### src/rtl/npu_mac_lane_core.sv
// rtl/npu_mac_lane_core.sv - serial multi-lane MAC core with bias, ReLU, optional clamp and show-ahead output FIFO
//
// Captures LANES data/weight pairs on START, accumulates one lane product per
// cycle, adds the bias, applies ReLU (signed mode) and range limiting, and
// pushes the DW-bit result into a show-ahead FIFO.
// Optional feature macro: NPU_SAT_EN (clamp the result instead of wrapping).
//
// Ports:
//   CLKEXT      clock, all state on rising edge
//   RST_GLO     asynchronous active-high reset
//   START       operation request, sampled only in IDLE
//   MODE[1:0]   bit0 ReLU enable, bit1 signed operands (captured with START)
//   D_IN, W_IN  packed lane data / weights, lane i at [i*DW +: DW]
//   BIAS_IN     bias, captured with START
//   RD_EN       pop FIFO head
//   D_OUT       FIFO head word, 0 while empty
//   FIFO_FULL   FIFO holds FIFO_DEPTH words
//   FIFO_EMPTY  FIFO holds no words
//   BUSY        operation in progress
//   DONE        one-cycle pulse after the result push
module npu_mac_lane_core #(
  parameter int LANES      = 4,
  parameter int DW         = 8,
  parameter int ACC_W      = 20,
  parameter int FIFO_DEPTH = 4
) (
  input  logic                CLKEXT,
  input  logic                RST_GLO,
  input  logic                START,
  input  logic [1:0]          MODE,
  input  logic [LANES*DW-1:0] D_IN,
  input  logic [LANES*DW-1:0] W_IN,
  input  logic [DW-1:0]       BIAS_IN,
  input  logic                RD_EN,
  output logic [DW-1:0]       D_OUT,
  output logic                FIFO_FULL,
  output logic                FIFO_EMPTY,
  output logic                BUSY,
  output logic                DONE
);

  localparam int CNT_W = (LANES > 1) ? $clog2(LANES) : 1;
  localparam int PTR_W = $clog2(FIFO_DEPTH);
  localparam logic [CNT_W-1:0] LAST_LANE = CNT_W'(LANES - 1);

  typedef enum logic [1:0] {
    S_IDLE  = 2'd0,
    S_MAC   = 2'd1,
    S_POST  = 2'd2,
    S_WRITE = 2'd3
  } state_t;

  state_t state, state_next;

  logic [LANES*DW-1:0] d_reg, w_reg;
  logic [DW-1:0]       bias_reg;
  logic [1:0]          mode_reg;
  logic [ACC_W-1:0]    acc;
  logic [CNT_W-1:0]    cnt;
  logic [DW-1:0]       result;
  logic                done_r;

  logic [DW-1:0]       fifo_mem [FIFO_DEPTH];
  logic [PTR_W:0]      wr_ptr, rd_ptr, wr_next, rd_next;
  logic                full_r, empty_r;
  logic                push, pop;

  // ---------------------------------------------------------------------------
  // Control FSM
  // ---------------------------------------------------------------------------
  always_ff @(posedge CLKEXT or posedge RST_GLO) begin
    if (RST_GLO) state <= S_IDLE;
    else         state <= state_next;
  end

  always_comb begin
    state_next = state;
    push       = 1'b0;
    case (state)
      S_IDLE:  if (START) state_next = S_MAC;
      S_MAC:   if (cnt == LAST_LANE) state_next = S_POST;
      S_POST:  state_next = S_WRITE;
      S_WRITE: begin
        // A full FIFO still accepts the push when the head is popped on the same edge.
        if (!full_r || RD_EN) begin
          push       = 1'b1;
          state_next = S_IDLE;
        end
      end
      default: state_next = S_IDLE;
    endcase
  end

  // ---------------------------------------------------------------------------
  // Datapath
  // ---------------------------------------------------------------------------
  logic             sgn;
  logic [DW-1:0]    d_lane, w_lane;
  logic [ACC_W-1:0] d_ext, w_ext, prod;
  logic [ACC_W-1:0] bias_ext, r_sum, r_relu;
  logic [DW-1:0]    post_result;

  assign sgn    = mode_reg[1];
  assign d_lane = d_reg[int'(cnt)*DW +: DW];
  assign w_lane = w_reg[int'(cnt)*DW +: DW];

  // Operands are extended to the accumulator width first; the low ACC_W bits
  // of the product are then correct for both signed and unsigned operands.
  assign d_ext    = {{(ACC_W-DW){sgn & d_lane[DW-1]}}, d_lane};
  assign w_ext    = {{(ACC_W-DW){sgn & w_lane[DW-1]}}, w_lane};
  assign prod     = d_ext * w_ext;

  assign bias_ext = {{(ACC_W-DW){sgn & bias_reg[DW-1]}}, bias_reg};
  assign r_sum    = acc + bias_ext;
  // An unsigned sum can never be negative, so ReLU only bites in signed mode.
  assign r_relu   = (mode_reg[0] && sgn && r_sum[ACC_W-1]) ? '0 : r_sum;

`ifdef NPU_SAT_EN
  logic [ACC_W-DW:0] sign_bits;
  assign sign_bits = r_relu[ACC_W-1:DW-1];

  always_comb begin
    post_result = r_relu[DW-1:0];
    if (sgn) begin
      // Fits in DW signed bits only if everything above bit DW-2 is a pure sign extension.
      if (!((&sign_bits) || !(|sign_bits)))
        post_result = r_relu[ACC_W-1] ? {1'b1, {(DW-1){1'b0}}} : {1'b0, {(DW-1){1'b1}}};
    end else begin
      if (|r_relu[ACC_W-1:DW])
        post_result = {DW{1'b1}};
    end
  end
`else
  logic unused_hi;
  assign post_result = r_relu[DW-1:0];
  assign unused_hi   = ^r_relu[ACC_W-1:DW];
`endif

  always_ff @(posedge CLKEXT or posedge RST_GLO) begin
    if (RST_GLO) begin
      d_reg    <= '0;
      w_reg    <= '0;
      bias_reg <= '0;
      mode_reg <= '0;
      acc      <= '0;
      cnt      <= '0;
      result   <= '0;
      done_r   <= 1'b0;
    end else begin
      done_r <= push;
      case (state)
        S_IDLE: begin
          if (START) begin
            d_reg    <= D_IN;
            w_reg    <= W_IN;
            bias_reg <= BIAS_IN;
            mode_reg <= MODE;
            acc      <= '0;
            cnt      <= '0;
          end
        end
        S_MAC: begin
          acc <= acc + prod;
          if (cnt != LAST_LANE) cnt <= cnt + 1'b1;
        end
        S_POST:  result <= post_result;
        default: ;
      endcase
    end
  end

  // ---------------------------------------------------------------------------
  // Show-ahead output FIFO; the extra pointer bit separates full from empty.
  // ---------------------------------------------------------------------------
  assign pop     = RD_EN && !empty_r;
  assign wr_next = wr_ptr + (PTR_W+1)'(push);
  assign rd_next = rd_ptr + (PTR_W+1)'(pop);

  always_ff @(posedge CLKEXT or posedge RST_GLO) begin
    if (RST_GLO) begin
      wr_ptr  <= '0;
      rd_ptr  <= '0;
      empty_r <= 1'b1;
      full_r  <= 1'b0;
    end else begin
      wr_ptr  <= wr_next;
      rd_ptr  <= rd_next;
      empty_r <= (wr_next == rd_next);
      full_r  <= (wr_next[PTR_W] != rd_next[PTR_W]) &&
                 (wr_next[PTR_W-1:0] == rd_next[PTR_W-1:0]);
    end
  end

  always_ff @(posedge CLKEXT) begin
    if (push) fifo_mem[wr_ptr[PTR_W-1:0]] <= result;
  end

  assign D_OUT      = empty_r ? '0 : fifo_mem[rd_ptr[PTR_W-1:0]];
  assign FIFO_FULL  = full_r;
  assign FIFO_EMPTY = empty_r;
  assign BUSY       = (state != S_IDLE);
  assign DONE       = done_r;

endmodule

### config.mk
export PLATFORM = sky130hd
export DESIGN_NAME = npu_mac_lane_core
export DESIGN_NICKNAME = d
export VERILOG_FILES = /design/src/rtl/npu_mac_lane_core.sv
export SDC_FILE = /design/constraint.sdc
export NUM_CORES = 1
export LEC_CHECK = 0
export CORE_MARGIN = 2
export CORE_UTILIZATION = 40
export DETAILED_ROUTE_END_ITERATION = 10
export SLEW_MARGIN = 20
export SYNTH_ARGS = -nofsm -noshare
export SYNTH_HDL_FRONTEND = slang
export SYNTH_SLANG_ARGS = --single-unit
### constraint.sdc
create_clock -name CLKEXT -period 17.2 [get_ports CLKEXT]
set_input_delay 1.72 -clock CLKEXT [delete_from_list [all_inputs] [get_ports CLKEXT]]
set_output_delay 1.72 -clock CLKEXT [all_outputs]
set_load 0.02 [all_outputs]
==> results of run 1 <==
[metal layers]
layer	share of wire	vias up	GRT usage
met1	0.49	3219	0.229
met4	0.0092	0	0.0372
met2	0.47	105	0.274
li1	-	3254	-
met5	0	-	0
met3	0.034	15	0.0295
[area by class of cell]
class,instances,share of cell area
inverter,102,0.0314
tap,335,0.0341
timing repair buffer,93,0.0749
clock buffer,17,0.0346
clock inverter,15,0.0134
sequential,147,0.312
multi-input combinational,619,0.499
[final timing paths]
kind                           start        end  cells after the start
setup / recovery              cnt[0]    acc[19]                     25
hold / removal             wr_ptr[2]  wr_ptr[2]                      1
setup reg to reg              cnt[0]    acc[19]                     25
hold reg to reg            wr_ptr[2]  wr_ptr[2]                      1
max in group asynchronous    RST_GLO    acc[19]                      3
min in group asynchronous    RST_GLO  w_reg[13]                      2
[critical path: stages (launching register included)]
cell	delay, ps
dfrtp_1	960
mux4_2	470
nand2_1	240
or2_2	380
fa_1	510
fa_1	540
inv_1	50
fa_1	500
fa_1	540
inv_1	50
fa_1	490
inv_1	40
ha_1	330
nor2b_1	150
o21a_1	190
o22ai_1	150
o21ai_1	130
o41ai_1	310
xnor2_1	210
ha_1	340
o211ai_1	110
o211ai_1	140
o41ai_1	320
xor2_1	220
a21oi_1	90
o22ai_1	150
[through the flow]
stage                     worst slack, ps  instances  cell area [µm²]  hold slack [ps]
after floorplan                      9920        888            10400              447
after global placement               9570       1296            11700              466
after detailed placement             9440       1296            11700              463
after CTS                            9400       1328            12300              476
after global routing                 8810       1328            12300              489
final                                9490       1328            12300              473
[cell usage in the layout (no fill, tap or decap), drive strengths merged, types with 4 or more instances in the layout]
master         instances
and3                   7
nor2                  41
a22o                   5
buf                    4
nor2b                 16
clkdlybuf4s50         89
xnor2                 33
clkinv                 7
a32o                   4
nor3                   9
and2                  39
clkbuf                17
or3                    4
inv                  109
dfrtp                114
nand3                  7
nand2                 61
edfxtp                32
mux4                  24
xor2                   8
o211ai                 4
mux2                  76
fa                    73
ha                    86
a21o                  12
a211oi                 5
mux2i                  7
a21oi                 24
o21a                  11
o21ai                 27
[cell families (layout without fill, tap and decap cells)]
| group | after synthesis | count (layout) | synth area share |
|---|---|---|---|
| AND/OR/NAND/NOR | 198 | 198 | 0.0940 |
| buffers and inverters | 122 | 227 | 0.0439 |
| multiplexers | 107 | 107 | 0.141 |
| XOR/XNOR | 41 | 41 | 0.0344 |
| flip-flops | 147 | 147 | 0.368 |
| adder cells (fa/ha/maj) | 159 | 159 | 0.243 |
| AO/OA/AOI/OAI | 114 | 114 | 0.0754 |
==> qor.yml, run 1 <==
antennaDiodeCount: 0
hold_viol: 0
syn2layout_area_growth_pct: 17.9
cap_viol_max_count: 0
grt_pass1_wl_um: 35700
cts_sinks: 147
ys_seq_elements: 147
cts_setup_buffers: 0
register_area_um2: 3840
clkTransAtPathRegs_ps: 70
drt_iter0_markers: 287
utilization: 0.476
fill_cells: 2333
final_max_slew_viol_count: 0
cp.required_ps: 17540
setup_violations: 0
period_share: 0.448
clockRootBuffer: "clkbuf_16"
synth_top_cell_area_share: 0.274
drc: 0
cp-start-kind: "flip-flop"
synthTopCellsByArea: "dfrtp_1, fa_1, ha_1, edfxtp_1, mux2_2"
io_pins: 90
grt_overflow: 0
dp_hpwl_um: 16100
clockBufferDepth: 2
rsz0062_at_grt: "no"
worst_pin_slew_ps: 994
die_w_um: 165
gp_congestion: 0.870
ant_nets: 0
ff2ff_setup_slack_ps: 9490
multi_input_area_um2: 6140
synth_top_area_cell: "dfrtp_1"
yosysSeqAreaShare: 0.368
critical_path_class: "flip-flop to flip-flop"
end_kind: "flip-flop"
cts_hold_repair.buffers: 0
drt-total-wl_um: 20700
setup_tns_ps: 0
min_path_type: "flip-flop to flip-flop"
yosysWarnings: 0
synthDistinctLibCells: 55
clk_latency_ps: 430
vias_per_cell: 4.96
async_flop_share: 0.782
skew_ps: 14.1
status: "complete, no violations"
yosys_most_used_dff: "dfrtp_1"
dieArea_um2: 27400
yosysMostFrequentCell: "dfrtp_1"
rows: 59
post_cts_resized: 0
synth_cells: 888
vias: 6593
critPathMaxFanout: 19
synth.cell_area_um2: 10400
drtPass1Iterations: 4
start_util: 0.404
avgSynthCellArea_um2: 11.7
yosys-top-cells-count: "dfrtp_1, inv_1, ha_1"
layout-drive-gt1-share: 0.147
grt_pass1_vias: 7106
synth-edff-count: 32
nets: 1217
antenna_found_initial: 0
syn-num-nets: 1125
cts.htree.levels: 4
placement.io_buffers: 89
die_y_um: 165
grt_max_degree: 75
tritoncts: "done"
fmax_mhz: 130
cts-buffers-inserted: 17
core_um2: 25800
grt_use_total: 0.166
cp.arrival_ps: 8050
layout_min_cycle_time_ps: 7710
avgRoutedWirePerCell_um: 15.6
max_slew_margin: 0.337
Power of run 1 is left out: the tool's default activity adds up to more than one toggle a clock period on the data nets, which glitch-free logic cannot reach.
==> run 2, diff against run 1 <==
==> constraint.sdc (replaced) <==
create_clock -name CLKEXT -period 6.6 [get_ports CLKEXT]
set_input_delay 0.66 -clock CLKEXT [delete_from_list [all_inputs] [get_ports CLKEXT]]
set_output_delay 0.66 -clock CLKEXT [all_outputs]
set_load 0.02 [all_outputs]
==> qor.yml, run 2 (synthesis results as in run 1) <==
cts_hold_repair.buffers: 0  # unchanged
grt_use_total: 0.173  # +0.00672
dp_hpwl_um: 17000  # +5.9%
worst_pin_slew_ps: 1020  # +23.7 ps
cts.htree.levels: 4  # unchanged
cts_sinks: 147  # unchanged
layout-drive-gt1-share: 0.263  # +0.116
antennaDiodeCount: 0  # unchanged
rows: 59  # unchanged
drt-total-wl_um: 22400  # +8.1%
cts-buffers-inserted: 17  # unchanged
rsz0062_at_grt: "yes"
syn2layout_area_growth_pct: 28.3
antenna_found_initial: 0  # unchanged
die_y_um: 165  # unchanged
clockRootBuffer: "clkbuf_16"
fill_cells: 2253  # -3.4%
layout_min_cycle_time_ps: 6660  # -1050 ps
avgRoutedWirePerCell_um: 15.8  # +1.7%
grt_max_degree: 75  # unchanged
grt_pass1_wl_um: 36900  # +3.6%
critPathMaxFanout: 7  # -12
setup_violations: 1  # +1
tritoncts: "done"
utilization: 0.518  # +0.0419
crit_slowest_cell: "mux4_2"
setup_tns_ps: -58.5  # -58.5 ps
period_share: 1.01  # +0.561
vias_per_cell: 5.02  # +1.0%
vias: 7078  # +7.4%
ff2ff_setup_slack_ps: -60  # -9550 ps
max_slew_margin: 0.321  # -0.0158
cp_common_cell: "fa_1"
grt_pass1_vias: 7376  # +3.8%
setup_ws_ps: -58.5  # -9550 ps
start_util: 0.404  # unchanged
nets: 1300  # +6.8%
end_kind: "flip-flop"
final_max_slew_viol_count: 0  # unchanged
status: "complete, but fails checks"
fmax_mhz: 150  # +16%
placement.io_buffers: 89  # unchanged
dieArea_um2: 27400  # unchanged
max_stage_delay_ps: 560  # -400 ps
clkTransAtPathRegs_ps: 70  # about the same
hold_viol: 0  # unchanged
grt_overflow: 0  # unchanged
skew_ps: 13.4  # -0.714 ps
drtPass1Iterations: 4  # unchanged
layout_commonest_cell: "dfrtp_1"
io_pins: 90  # unchanged
cap_viol_max_count: 0  # unchanged
clockBufferDepth: 2  # unchanged
die_w_um: 165  # unchanged
gp_congestion: 0.850  # -2.2%
layout_common_cells: "dfrtp_1, inv_1, clkdlybuf4s50_1"
cp-start-kind: "flip-flop"
min_path_type: "flip-flop to flip-flop"
timing.hold.ws_ps: 480  # +7.41 ps
drc: 0  # unchanged
multi_input_area_um2: 6490  # +5.7%
clk_latency_ps: 430  # about the same
critical_path_class: "flip-flop to flip-flop"
cp.arrival_ps: 7010  # -1040 ps
core_um2: 25800  # unchanged
cp.required_ps: 6950  # -10,590 ps
violations: "negative setup slack"
register_area_um2: 3840  # about the same
drt_iter0_markers: 239  # -17%
ant_nets: 0  # unchanged
run 2: cell count changes in the layout (fill, tap and decap cells not counted), moves of 5 or more:
cell     delta
ha_1       -11
buf_6       +6
buf_4      +74
ha_4        +9
nand2_2     +5
o21ai_0     -5
nand2_1     -6
run 2: worst max-delay path, delay by kind of cell, from the launching register on:
family                   cells  cell delay, ps
flip-flops                   1             410
multiplexers                 1             560
AO/OA/AOI/OAI                9            1300
XOR/XNOR                     2             400
AND/OR/NAND/NOR              3             410
buffers and inverters        6             500
adder cells (fa/ha/maj)      7            2970
run 2: final cells by class:
cell class,instances,area share
Inverter,102,0.0288
Sequential cell,147,0.287
Timing Repair Buffer,176,0.120
Tap cell,335,0.0313
Multi-Input combinational cell,619,0.485
Clock buffer,18,0.0321
Clock inverter,14,0.0156
run 2: final timing paths:
| kind | start | endpoint | cells after the start |
|---|---|---|---|
| worst max-delay path | cnt[1] | acc[19] | 28 |
| min in group asynchronous | RST_GLO | w_reg[12] | 2 |
| max in group asynchronous | RST_GLO | acc[8] | 3 |
| worst min-delay path | wr_ptr[2] | wr_ptr[2] | 1 |
| worst max register to register | cnt[1] | acc[19] | 28 |
| worst min register to register | wr_ptr[2] | wr_ptr[2] | 1 |
run 2: layer usage:
metal / part of all wire / global-route usage
met1: 0.46 / 0.228
met2: 0.50 / 0.295
met3: 0.027 / 0.0257
met4: 0.014 / 0.0505
met5: 0 / 0
run 2: per-stage QoR:
stage	worst slack, ps	instances	cell area, µm²
final	-58.5	1411	13400
after global routing	-323	1411	13400
after CTS	0.141	1399	13000
after detailed placement	-189	1361	12300
after global placement	-103	1361	12300
after floorplan	0.834	888	10500
run 2: what timing repair did:
action                     in CTS  in global routing
pin swaps                      10                 30
hold endpoints to repair        0                  0
resized for setup              11                 53
setup endpoints to repair       3                  7
buffers inserted                6                 12
Power of run 2 is left out for the same reason.
==> run 3, diff against run 2 <==
--- a/config.mk
+++ b/config.mk
@@ -5,6 +5,7 @@
 export SDC_FILE = /design/constraint.sdc
 export NUM_CORES = 1
 export LEC_CHECK = 0
+export ABC_CLOCK_PERIOD_IN_PS = 6600
 export CORE_MARGIN = 2
 export CORE_UTILIZATION = 40
 export DETAILED_ROUTE_END_ITERATION = 10
==> results of run 3 <==
Final layout, timing and power as in run 2 (identical DEF).
Power of run 3 is left out for the same reason.
